File: src/rtl/jpeg_rle.sv
// JPEG zero-run / magnitude-category encoder for 8-coefficient zigzag beats.
// Define JPEG_RLE_DC_DIFF_EN to code DC as the difference from the previous block DC.
module jpeg_rle #(
    parameter int BW = 8
) (
    input  logic            i_clk,
    input  logic            i_Reset,
    input  logic [8*BW-1:0] i_data,
    input  logic            i_valid,
    output logic            o_ready,
    output logic            o_valid,
    input  logic            i_ready,
    output logic [3:0]      o_run,
    output logic [3:0]      o_size,
    output logic [BW:0]     o_amp,
    output logic            o_dc,
    output logic            o_eob
);

    localparam logic [1:0] S_IDLE = 2'd0;
    localparam logic [1:0] S_SCAN = 2'd1;
    localparam logic [1:0] S_ZRL  = 2'd2;
    localparam logic [1:0] S_EOB  = 2'd3;

    logic [1:0]           state;
    logic [8*BW-1:0]      hold;
    logic [2:0]           slot;
    logic [2:0]           beat;
    logic [5:0]           run;
    logic signed [BW-1:0] coef;
    logic signed [BW:0]   val;
    logic [BW:0]          mag;
    logic [BW:0]          amp_raw;
    logic [BW:0]          mask;
    logic [BW:0]          amp;
    logic [3:0]           size;
    logic                 is_dc;
    logic                 advance;
    logic [1:0]           step_state;

    assign coef    = hold[(7 - int'(slot)) * BW +: BW];
    assign is_dc   = (beat == 3'd0) && (slot == 3'd0);
    assign advance = !o_valid || i_ready;
    assign o_ready = (state == S_IDLE);

`ifdef JPEG_RLE_DC_DIFF_EN
    logic signed [BW-1:0] pred;
    assign val = is_dc ? ({coef[BW-1], coef} - {pred[BW-1], pred})
                       : {coef[BW-1], coef};
`else
    assign val = {coef[BW-1], coef};
`endif

    // The difference range never reaches -2^BW, so negation cannot overflow.
    assign mag     = val[BW] ? -val : val;
    assign amp_raw = val[BW] ? val - 1'b1 : val;

    always_comb begin
        size = 4'd0;
        for (int i = 0; i <= BW; i++)
            if (mag[i]) size = 4'(i + 1);
    end

    always_comb begin
        mask = '0;
        for (int i = 0; i <= BW; i++)
            mask[i] = (i < int'(size));
    end

    assign amp = amp_raw & mask;

    // A zero coefficient 63 always leaves a pending run, which needs an EOB.
    always_comb begin
        step_state = S_SCAN;
        if (slot == 3'd7)
            step_state = (beat == 3'd7 && coef == '0) ? S_EOB : S_IDLE;
    end

    always_ff @(posedge i_clk) begin
        if (!i_Reset) begin
            state   <= S_IDLE;
            hold    <= '0;
            slot    <= '0;
            beat    <= '0;
            run     <= '0;
            o_valid <= 1'b0;
            o_run   <= '0;
            o_size  <= '0;
            o_amp   <= '0;
            o_dc    <= 1'b0;
            o_eob   <= 1'b0;
`ifdef JPEG_RLE_DC_DIFF_EN
            pred    <= '0;
`endif
        end else begin
            if (o_valid && i_ready)
                o_valid <= 1'b0;
            case (state)
                S_IDLE: begin
                    if (i_valid) begin
                        hold  <= i_data;
                        slot  <= '0;
                        state <= S_SCAN;
                    end
                end
                S_SCAN, S_ZRL: begin
                    if (advance) begin
                        if (is_dc) begin
                            o_valid <= 1'b1;
                            o_run   <= 4'd0;
                            o_size  <= size;
                            o_amp   <= amp;
                            o_dc    <= 1'b1;
                            o_eob   <= 1'b0;
`ifdef JPEG_RLE_DC_DIFF_EN
                            pred    <= coef;
`endif
                            slot    <= slot + 3'd1;
                            state   <= step_state;
                        end else if (coef == '0) begin
                            run   <= run + 6'd1;
                            slot  <= slot + 3'd1;
                            state <= step_state;
                            if (slot == 3'd7) beat <= beat + 3'd1;
                        end else if (run >= 6'd16) begin
                            o_valid <= 1'b1;
                            o_run   <= 4'd15;
                            o_size  <= 4'd0;
                            o_amp   <= '0;
                            o_dc    <= 1'b0;
                            o_eob   <= 1'b0;
                            run     <= run - 6'd16;
                            state   <= S_ZRL;
                        end else begin
                            o_valid <= 1'b1;
                            o_run   <= run[3:0];
                            o_size  <= size;
                            o_amp   <= amp;
                            o_dc    <= 1'b0;
                            o_eob   <= 1'b0;
                            run     <= '0;
                            slot    <= slot + 3'd1;
                            state   <= step_state;
                            if (slot == 3'd7) beat <= beat + 3'd1;
                        end
                    end
                end
                default: begin
                    if (advance) begin
                        o_valid <= 1'b1;
                        o_run   <= 4'd0;
                        o_size  <= 4'd0;
                        o_amp   <= '0;
                        o_dc    <= 1'b0;
                        o_eob   <= 1'b1;
                        run     <= '0;
                        state   <= S_IDLE;
                    end
                end
            endcase
        end
    end

endmodule

File: config.mk
export PLATFORM = sky130hd
export DESIGN_NAME = jpeg_rle
export DESIGN_NICKNAME = d
export VERILOG_FILES = /design/src/rtl/jpeg_rle.sv
export SDC_FILE = /design/constraint.sdc
export NUM_CORES = 1
export LEC_CHECK = 0
export CAP_MARGIN = 20
export CORE_MARGIN = 2
export CORE_UTILIZATION = 48
export CTS_BUF_LIST = sky130_fd_sc_hd__clkbuf_16
export CTS_CLUSTER_DIAMETER = 60
export DETAILED_ROUTE_END_ITERATION = 10
export GPL_TIMING_DRIVEN = 0
export PLACE_DENSITY_LB_ADDON = 0.3
export RECOVER_POWER = 25
export SYNTH_ARGS = -nofsm -noshare
export SYNTH_HDL_FRONTEND = slang
export SYNTH_SLANG_ARGS = --single-unit
File: constraint.sdc
create_clock -name i_clk -period 3 [get_ports i_clk]
set_input_delay 0.75 -clock i_clk [delete_from_list [all_inputs] [get_ports i_clk]]
set_output_delay 0.75 -clock i_clk [all_outputs]
set_load 0.02 [all_outputs]
==> impl_metrics.ini, run 1 <==
[timing]
fin_crit_sh_pct = 101
slew_viol_final = 0
min_period_ns = 3.02
clock.fmax_ghz = 0.331
hold_viol = 0
tightest_slew_ns = 0.730
finalSetupViolCount = 2
rsz0062_at_grt = true
timing.final.ws_setup_ns = -0.0239
timing.hold.ws_ns = 0.446
slew_headroom_pct = 51.2
finClkSkew_ns = 0.00778

[synthesis]
ys_types = 74
synth_cells = 572
syn-num-nets = 651
postSynth.asyncResetShare_pct = 0
synth_seq_cells = 98
seq_area_frac_synth_pct = 39.8
yosysWarnings = 0
postSynthAreaPerCell_um2 = 8.63
syn_area_um2 = 4930
synth_edf_count = 0
synthFlopType = dfxtp_1

[cts]
cts_tree = yes
clock_latency_ns = 0.35
cts_buffers = 9
htree_levels = 3
clkTransAtPathRegs_ns = 0.06
clock-sinks = 98
cts_root_buffer = clkbuf_16
cts_buffer_depth = 2

[floorplanning]
die_w_um = 105
rows = 37
io_pins = 89
dieArea_um2 = 11100
die_h_um = 105
core_region_area_um2 = 10100
start_util_pct = 48.7

[worst_setup_path]
reg2reg_to = o_amp[3]
required_ns = 3.24
worstPathArrival_ns = 3.27
crit_fanout = 4
r2r_cells = 10
ff2ff_setup_slack_ns = -0.02
cp-start-kind = flop
r2r_start = slot[2]
worstSetupEndpointType = flop
crit_type = flop to flop
startpoint = slot[2]

[placement]
hpwlAfterDp_mm = 9.90
placed_area_um2 = 6010
globalplace.congestion = 0.884
dp_slack_ns = -0.279
port_buffers = 88

[global_routing]
grt_max_degree = 17
antenna_found_initial = 0
grt_pass1_vias = 4483
track_usage_pct = 24.9
overflow = 0
grt_pass1_wl_mm = 21.7

[pwr]
p_sw_uw = 975
leakage_uw = 0.00247
p_int_uw = 2360
switching_share_pct = 29.2
sequentialPowerShare_pct = 42.4
pwr-share-comb_pct = 22.9
ir_worst_vdd_uv = 237
p_per_area_nw_per_um2 = 511
clkPwrFrac_pct = 34.7

[layout]
num-fill-cells = 818
num-nets-final = 769
syn_to_final_growth_pct = 32.4
post-route-util_pct = 64.4
diodes = 0
final_cell_area_um2 = 6530
layout-drive-gt1-share_pct = 12.4

[detailed_routing]
drtPass1Iterations = 4
final_antenna_net_count = 0
wl_per_cell_um = 16.6
vias = 4630
viasPerCell = 5.57
drc = 0
totalWireLength_mm = 13.8
drtIter0Drc = 223

[worst_hold_path]
min_delay_path_depth = 2
hold_start = o_size[1]
min_path_type = flop to flop
min_to = o_size[1]

[status]
status = complete, but fails checks
violations = setup timing

[run]
drv_cap = 0
[registers in the layout, summed over array words and instances, names as in the netlist]
register / cells
beat: 3
hold: 64
o_amp: 9
o_dc: 1
o_eob: 1
o_run: 4
o_size: 4
o_valid: 1
run: 6
slot: 3
state: 2
[area by class of cell]
| cell class | count | area, um2 | area share, % |
|---|---|---|---|
| plain buffers | 32 | 184 | 2.82 |
| clock inverters | 7 | 68.8 | 1.05 |
| repair buffers | 107 | 1040 | 15.9 |
| clock buffers | 9 | 225 | 3.45 |
| well taps | 136 | 170 | 2.60 |
| inverters | 13 | 48.8 | 0.747 |
| multi-input cells | 429 | 2840 | 43.4 |
| flip-flops and latches | 98 | 1960 | 30.1 |
[power groups by stage]
stage,Sequential [uW],Combinational [uW],Clock (uW)
global route,1420,823,1220
detailed placement,1440,672,0
finish,1410,765,1160
floorplan,1440,441,0
CTS,1410,707,1170
global placement,1440,660,0
[metrics by stage]
step | power, uW | cells | setup TNS [ns]
3_5_place_dp | 2120 | 796 | -1.15
2_1_floorplan | 1880 | 572 | 0
3_3_place_gp | 2100 | 796 | -0.726
4_1_cts | 3290 | 822 | 0
6_report | 3340 | 831 | -0.0430
5_1_grt | 3460 | 831 | -0.184
[worst max path at each step]
stage          endpoint  slack (ns)
2_1_floorplan  o_amp[3]       0.001
3_3_place_gp   o_amp[3]       -0.23
3_5_place_dp   o_amp[3]       -0.28
4_1_cts        o_amp[3]       0.004
5_1_grt        o_amp[3]       -0.09
6_report       o_amp[3]       -0.02
[worst max-delay path: stages (launching register included)]
cell and delay, ns:
dfxtp_2 0.34, buf_6 0.13, buf_12 0.11, mux4_2 0.53
mux2i_4 0.23, ha_4 0.18, inv_2 0.06, o31a_1 0.34
xnor2_2 0.17, or4_4 0.54, a32o_1 0.26
[routing by layer]
layer / GRT usage, % / up-vias / wire, um
met3: 4.82 / 32 / 796
li1: - / 2256 / -
met5: 0 / - / 0
met2: 43.3 / 155 / 6760
met1: 29.0 / 2187 / 5710
met4: 12.9 / 0 / 522
[cells in the mapped netlist (all sizes together) (3+ instances only)]
master	count	share of area [%]
nand2	148	11
a22oi	5	0.76
mux2i	17	4.3
nor4	4	0.81
ha	11	2.8
buf	12	2.0
nor2	28	2.3
inv	13	0.99
clkbuf	20	1.5
a31oi	6	0.76
nor2b	4	0.51
and2	3	0.38
nand4	5	0.94
a32o	3	0.61
and3	9	1.4
nand2b	8	1.0
nand3	7	0.71
mux2	3	0.76
o31ai	5	0.86
or4	3	0.53
mux4	13	6.2
xnor2	10	1.9
a21oi	84	8.5
o21ai	14	1.5
dfxtp	98	40
nor3	4	0.41
[kinds of logic (layout without fill, tap and decap cells)]
kind of cell	Yosys count	after routing	synth area share (%)
buf+inv	45	168	4.51
compound gates	141	141	17.6
fa+ha+maj	11	11	2.79
mux	33	33	11.2
xor+xnor	10	10	1.93
flops	98	98	39.8
simple gates	234	234	22.2
[cells in the final DEF, fill, tap and decap left out, types with 7 or more instances in the layout]
master,instances
clkbuf_1,22
clkbuf_16,9
dlygate4sd3_1,21
o21ai_0,11
buf_4,19
ha_1,10
mux4_2,12
nand2b_1,8
nor2_1,27
inv_1,12
a21oi_1,83
xnor2_1,9
dfxtp_1,97
clkdlybuf4s50_1,67
mux2i_1,11
nand2_1,147
nand3_1,7
[what timing repair did]
action                     4_1_cts  5_1_grt
setup endpoints to repair       13       22
buffers inserted                10        9
hold buffers                     0        0
cloned                           0        0
pin swaps                        3        9
resized for setup                7        8
No activity file was read; power rests on OpenSTA's default activity.
==> run 2: changes to the inputs <==
--- a/config.mk
+++ b/config.mk
@@ -6,8 +6,10 @@
 export NUM_CORES = 1
 export LEC_CHECK = 0
 export CAP_MARGIN = 20
+export CELL_PAD_IN_SITES_DETAIL_PLACEMENT = 1
+export CELL_PAD_IN_SITES_GLOBAL_PLACEMENT = 2
 export CORE_MARGIN = 2
-export CORE_UTILIZATION = 48
+export CORE_UTILIZATION = 28
 export CTS_BUF_LIST = sky130_fd_sc_hd__clkbuf_16
 export CTS_CLUSTER_DIAMETER = 60
 export DETAILED_ROUTE_END_ITERATION = 10
==> run 2 against run 1 <==
The run now ends clean. Maximum frequency rose by 1.9%. Combinational power rose by 7.3%. Sequential power barely moved. Die area rose by 68%. Critical endpoint unchanged.
==> impl_metrics.ini, run 2 (synthesis gave the netlist of run 1 again) <==
[worst_setup_path]
r2r_start = slot[2]
startpoint = slot[2]
crit_fanout = 6
required_ns = 3.25
worstPathArrival_ns = 3.22
cp-start-kind = flop
worstSetupEndpointType = flop
crit_type = flop to flop

[detailed_routing]
wl_per_cell_um = 17.6
drc = 0
final_antenna_net_count = 0
viasPerCell = 4.99
drtPass1Iterations = 4
vias = 4667
totalWireLength_mm = 16.5
drtIter0Drc = 158

[cts]
cts_tree = yes
cts_buffers = 9
clock_latency_ns = 0.36
htree_levels = 3
cts_buffer_depth = 2
clock-sinks = 98
cts_root_buffer = clkbuf_16
clkTransAtPathRegs_ns = 0.07

[layout]
reg_top3 = hold (64), o_amp (9), run (6)
layout_common_cells = nand2_1 (148), dfxtp_1 (97), a21oi_1 (83)
diodes = 0
syn_to_final_growth_pct = 38.6
registers.top_by_ff_count = hold
post-route-util_pct = 39.7
largest_reg_flops = 64
layout_commonest_cell = nand2_1
num-nets-final = 785
layout-drive-gt1-share_pct = 15.6

[timing]
finalSetupViolCount = 0
hold_viol = 0
clock.fmax_ghz = 0.337
slew_headroom_pct = 48.5
slew_viol_final = 0
min_period_ns = 2.97
fin_crit_sh_pct = 98.9
timing.final.ws_setup_ns = 0.0337
tightest_slew_ns = 0.772
finClkSkew_ns = 0.0104
timing.hold.ws_ns = 0.452

[pwr]
p_sw_uw = 1030
clkPwrFrac_pct = 36.4
p_int_uw = 2480
switching_share_pct = 29.4
sequentialPowerShare_pct = 40.2
ir_worst_vdd_uv = 261
pwr-share-comb_pct = 23.3
leakage_uw = 0.00259
p_per_area_nw_per_um2 = 514

[placement]
globalplace.congestion = 0.806
port_buffers = 88
dp_slack_ns = -0.338
hpwlAfterDp_mm = 12.4

[run]
drv_cap = 0

[global_routing]
grt_pass1_vias = 4745
antenna_found_initial = 0
grt_pass1_wl_mm = 25.8
track_usage_pct = 18.2
overflow = 0
grt_max_degree = 18

[floorplanning]
start_util_pct = 28.6
core_region_area_um2 = 17200
die_h_um = 137
io_pins = 89
dieArea_um2 = 18700
die_w_um = 137
rows = 48

[worst_hold_path]
hold_start = o_size[2]
min_path_type = flop to flop

[status]
status = completed
[run 2: changes by cell type in the layout (fill, tap and decap cells not counted), sizes merged]
cell,before,now
buf,29,44
bufinv,1,2
clkbuf,31,32
clkdlybuf4s50,67,66
clkinv,3,2
dlygate4sd3,21,22
[run 2: power by group through the flow]
stage                     Sequential, uW  Clock [uW]  Combinational [uW]
after floorplan                     1440           0                 441
after global placement              1440           0                 692
after detailed placement            1450           0                 707
after CTS                           1420        1310                 742
after global routing                1420        1370                 896
final                               1410        1280                 821
[run 2: final timing paths]
| path | endpoint | slack (ns) | cells past startpoint |
|---|---|---|---|
| setup / recovery | o_amp[3] | 0.03 | 10 |
| hold / removal | o_size[2] | 0.45 | 2 |
| setup reg to reg | o_amp[3] | 0.03 | 10 |
| hold reg to reg | o_size[2] | 0.45 | 2 |
[run 2: what timing repair did]
action	in CTS	in global routing
cloned	0	0
pin swaps	4	13
buffers inserted	9	26
gates resized for setup	11	17
hold buffers	0	0
endpoints found under the setup margin	23	23
[run 2: area by class of cell]
| type | count | area (um2) |
|---|---|---|
| plain buffers | 32 | 193 |
| repair buffers | 123 | 1150 |
| inverters | 13 | 48.8 |
| clock buffers | 9 | 225 |
| well taps | 225 | 282 |
| flip-flops and latches | 98 | 1960 |
| clock inverters | 7 | 98.8 |
| multi-input cells | 429 | 2880 |
| fillers | 1984 | 10400 |
[run 2: worst max-delay path, cell delays in order, from the launching register on]
cell and delay (ns):
dfxtp_2 0.34, buf_8 0.14, buf_12 0.13, buf_4 0.16, mux2i_1 0.16, a22oi_1 0.29
nand3_1 0.36, a41oi_2 0.37, xnor2_2 0.15, or4_4 0.50, a32o_1 0.26
[run 2: per-layer routing]
| metal | global-route usage (%) | routed length (um) | vias to the layer above | part of all wire, % |
|---|---|---|---|---|
| met1 | 23.5 | 7360 | 2255 | 45 |
| met5 | 0 | 0 | - | 0 |
| li1 | - | - | 2289 | - |
| met4 | 6.77 | 340 | 0 | 2.1 |
| met2 | 30.8 | 8210 | 101 | 50 |
| met3 | 2.85 | 608 | 22 | 3.7 |
[run 2: metrics by stage]
step,std cells,cell area (um2),setup TNS (ns),total power [uW]
after global placement,885,6120,-2.56,2130
after floorplan,572,4960,0,1880
after CTS,910,6560,0,3470
after global routing,936,6840,-0.226,3690
after detailed placement,885,6120,-4.42,2150
final,936,6840,0,3520
==> run 3: changes to the inputs <==
--- a/config.mk
+++ b/config.mk
@@ -11,11 +11,12 @@
 export CORE_MARGIN = 2
 export CORE_UTILIZATION = 28
 export CTS_BUF_LIST = sky130_fd_sc_hd__clkbuf_16
-export CTS_CLUSTER_DIAMETER = 60
+export CTS_CLUSTER_DIAMETER = 150
 export DETAILED_ROUTE_END_ITERATION = 10
 export GPL_TIMING_DRIVEN = 0
 export PLACE_DENSITY_LB_ADDON = 0.3
 export RECOVER_POWER = 25
+export SKIP_CTS_REPAIR_TIMING = 1
 export SYNTH_ARGS = -nofsm -noshare
 export SYNTH_HDL_FRONTEND = slang
 export SYNTH_SLANG_ARGS = --single-unit
==> run 3 against run 2 <==
The flow now finishes with violations (setup timing). Critical path depth rose by 1. Count of clock-buffer cells in the layout unchanged. Clock power hardly changed. Largest cell class unchanged. Highest routed layer unchanged.
==> impl_metrics.ini, run 3 (synthesis gave the netlist of run 1 again) <==
[global_routing]
antenna_found_initial = 0
overflow = 0
grt_pass1_wl_mm = 25.4
grt_max_degree = 18
track_usage_pct = 18.0
grt_pass1_vias = 4689

[placement]
globalplace.congestion = 0.806
placed_area_um2 = 6120
port_buffers = 88
hpwlAfterDp_mm = 12.4

[worst_hold_path]
min_delay_path_depth = 2
min_to = o_size[2]
min_path_type = flop to flop
hold_start = o_size[2]

[timing]
slew_headroom_pct = 47.7
rsz0062_at_grt = true
hold_viol = 0
finalSetupViolCount = 2
fin_crit_sh_pct = 102
tightest_slew_ns = 0.784
tns_ns = -0.0746
timing.final.ws_setup_ns = -0.0504
finClkSkew_ns = 0.0103
min_period_ns = 3.05
timing.hold.ws_ns = 0.451
clock.fmax_ghz = 0.328
slew_viol_final = 0

[floorplanning]
dieArea_um2 = 18700
core_region_area_um2 = 17200
rows = 48
io_pins = 89
die_w_um = 137
die_h_um = 137
start_util_pct = 28.6

[pwr]
total_power_uw = 3490
p_sw_uw = 1020
switching_share_pct = 29.2
leakage_uw = 0.00256
sequentialPowerShare_pct = 40.5
p_per_area_nw_per_um2 = 511
clkPwrFrac_pct = 36.6
pwr-share-comb_pct = 22.9
p_int_uw = 2470
ir_worst_vdd_uv = 262

[worst_setup_path]
crit_slowest_cell = or4_4
cpMostUsedCell = buf_12
r2r_cells = 11
worstPathArrival_ns = 3.30
r2r_start = slot[2]
crit_fanout = 8
cpPeakStageDelay_ns = 0.52
ff2ff_setup_slack_ns = -0.05
cp-start-kind = flop
required_ns = 3.25
reg2reg_to = o_amp[3]
worstSetupEndpointType = flop
path_cells = buf_8 > buf_12 > buf_12 > mux4_2 > mux2i_4 > ha_4 > inv_2 > o31a_1 > xnor2_4 > or4_4 > a32o_1
crit_type = flop to flop

[layout]
layout_common_cells = nand2_1 (147), dfxtp_1 (96), a21oi_1 (81)
largest_reg_flops = 64
num-fill-cells = 1994
layout-drive-gt1-share_pct = 15.1
registers.top_by_ff_count = hold
post-route-util_pct = 39.6
syn_to_final_growth_pct = 38.5
diodes = 0
num-nets-final = 782
final_cell_area_um2 = 6830
reg_top3 = hold (64), o_amp (9), run (6)
layout_commonest_cell = nand2_1

[detailed_routing]
wl_per_cell_um = 17.4
totalWireLength_mm = 16.2
drc = 0
drtPass1Iterations = 4
vias = 4606
final_antenna_net_count = 0
drtIter0Drc = 152
viasPerCell = 4.94

[cts]
cts_buffer_depth = 2
cts_root_buffer = clkbuf_16
cts_tree = yes
htree_levels = 3
clock_latency_ns = 0.36
cts_buffers = 9
clock-sinks = 98
clkTransAtPathRegs_ns = 0.07

[run]
drv_cap = 0

[status]
violations = setup timing
status = complete, but fails checks
run 3: cell types whose count changed in the layout (fill, tap and decap cells not counted), moves of 2 or more:
cell,change
a21oi_2,+2
a21oi_1,-2
xnor2_1,+2
buf_4,-4
buf_12,+2
xnor2_2,-3
run 3: critical path, delay by kind of cell, from the launching register on:
kind | cells | cell delay, ns
AND/OR/NAND/NOR | 1 | 0.52
buffers and inverters | 4 | 0.44
adder cells (fa/ha/maj) | 1 | 0.21
XOR/XNOR | 1 | 0.19
multiplexers | 2 | 0.61
AO/OA/AOI/OAI | 2 | 0.59
flip-flops | 1 | 0.36
run 3: how the worst max path moves through the flow:
stage / start / end / slack, ns / depth (start not counted)
2_1_floorplan: slot[2] / o_amp[3] / 0.001 / 11
3_3_place_gp: slot[0] / o_amp[3] / -0.30 / 10
3_5_place_dp: slot[0] / o_amp[3] / -0.34 / 10
4_1_cts: slot[0] / o_amp[3] / -0.36 / 10
5_1_grt: slot[2] / o_amp[3] / -0.13 / 9
6_report: slot[2] / o_amp[3] / -0.05 / 11
run 3: cell type report:
| cell class | instances | area, um2 | share of cell area, % |
|---|---|---|---|
| clock buffer | 9 | 225 | 3.30 |
| sequential | 98 | 1960 | 28.7 |
| buffer | 32 | 203 | 2.97 |
| tap | 225 | 282 | 4.12 |
| inverter | 13 | 48.8 | 0.714 |
| clock inverter | 7 | 98.8 | 1.45 |
| multi-input combinational | 429 | 2870 | 41.9 |
| timing repair buffer | 120 | 1150 | 16.8 |
run 3: power by group through the flow:
stage	combinational (uW)	sequential (uW)	clock (uW)
after CTS	710	1420	1310
after global placement	692	1440	0
after global routing	874	1420	1370
final	798	1410	1280
after detailed placement	707	1450	0
after floorplan	441	1440	0
run 3: routing by layer:
| metal | routed length, um | GRT usage [%] | share of wire (%) |
|---|---|---|---|
| met2 | 8020 | 30.2 | 49 |
| met4 | 249 | 6.77 | 1.5 |
| met5 | 0 | 0 | 0 |
| met1 | 7320 | 23.2 | 45 |
| met3 | 646 | 2.85 | 4.0 |
run 3: per-stage QoR:
stage / setup WS, ns / std cells
after floorplan: 0.00103 / 572
after global placement: -0.304 / 885
after detailed placement: -0.338 / 885
after CTS: -0.362 / 901
after global routing: -0.129 / 933
final: -0.0504 / 933
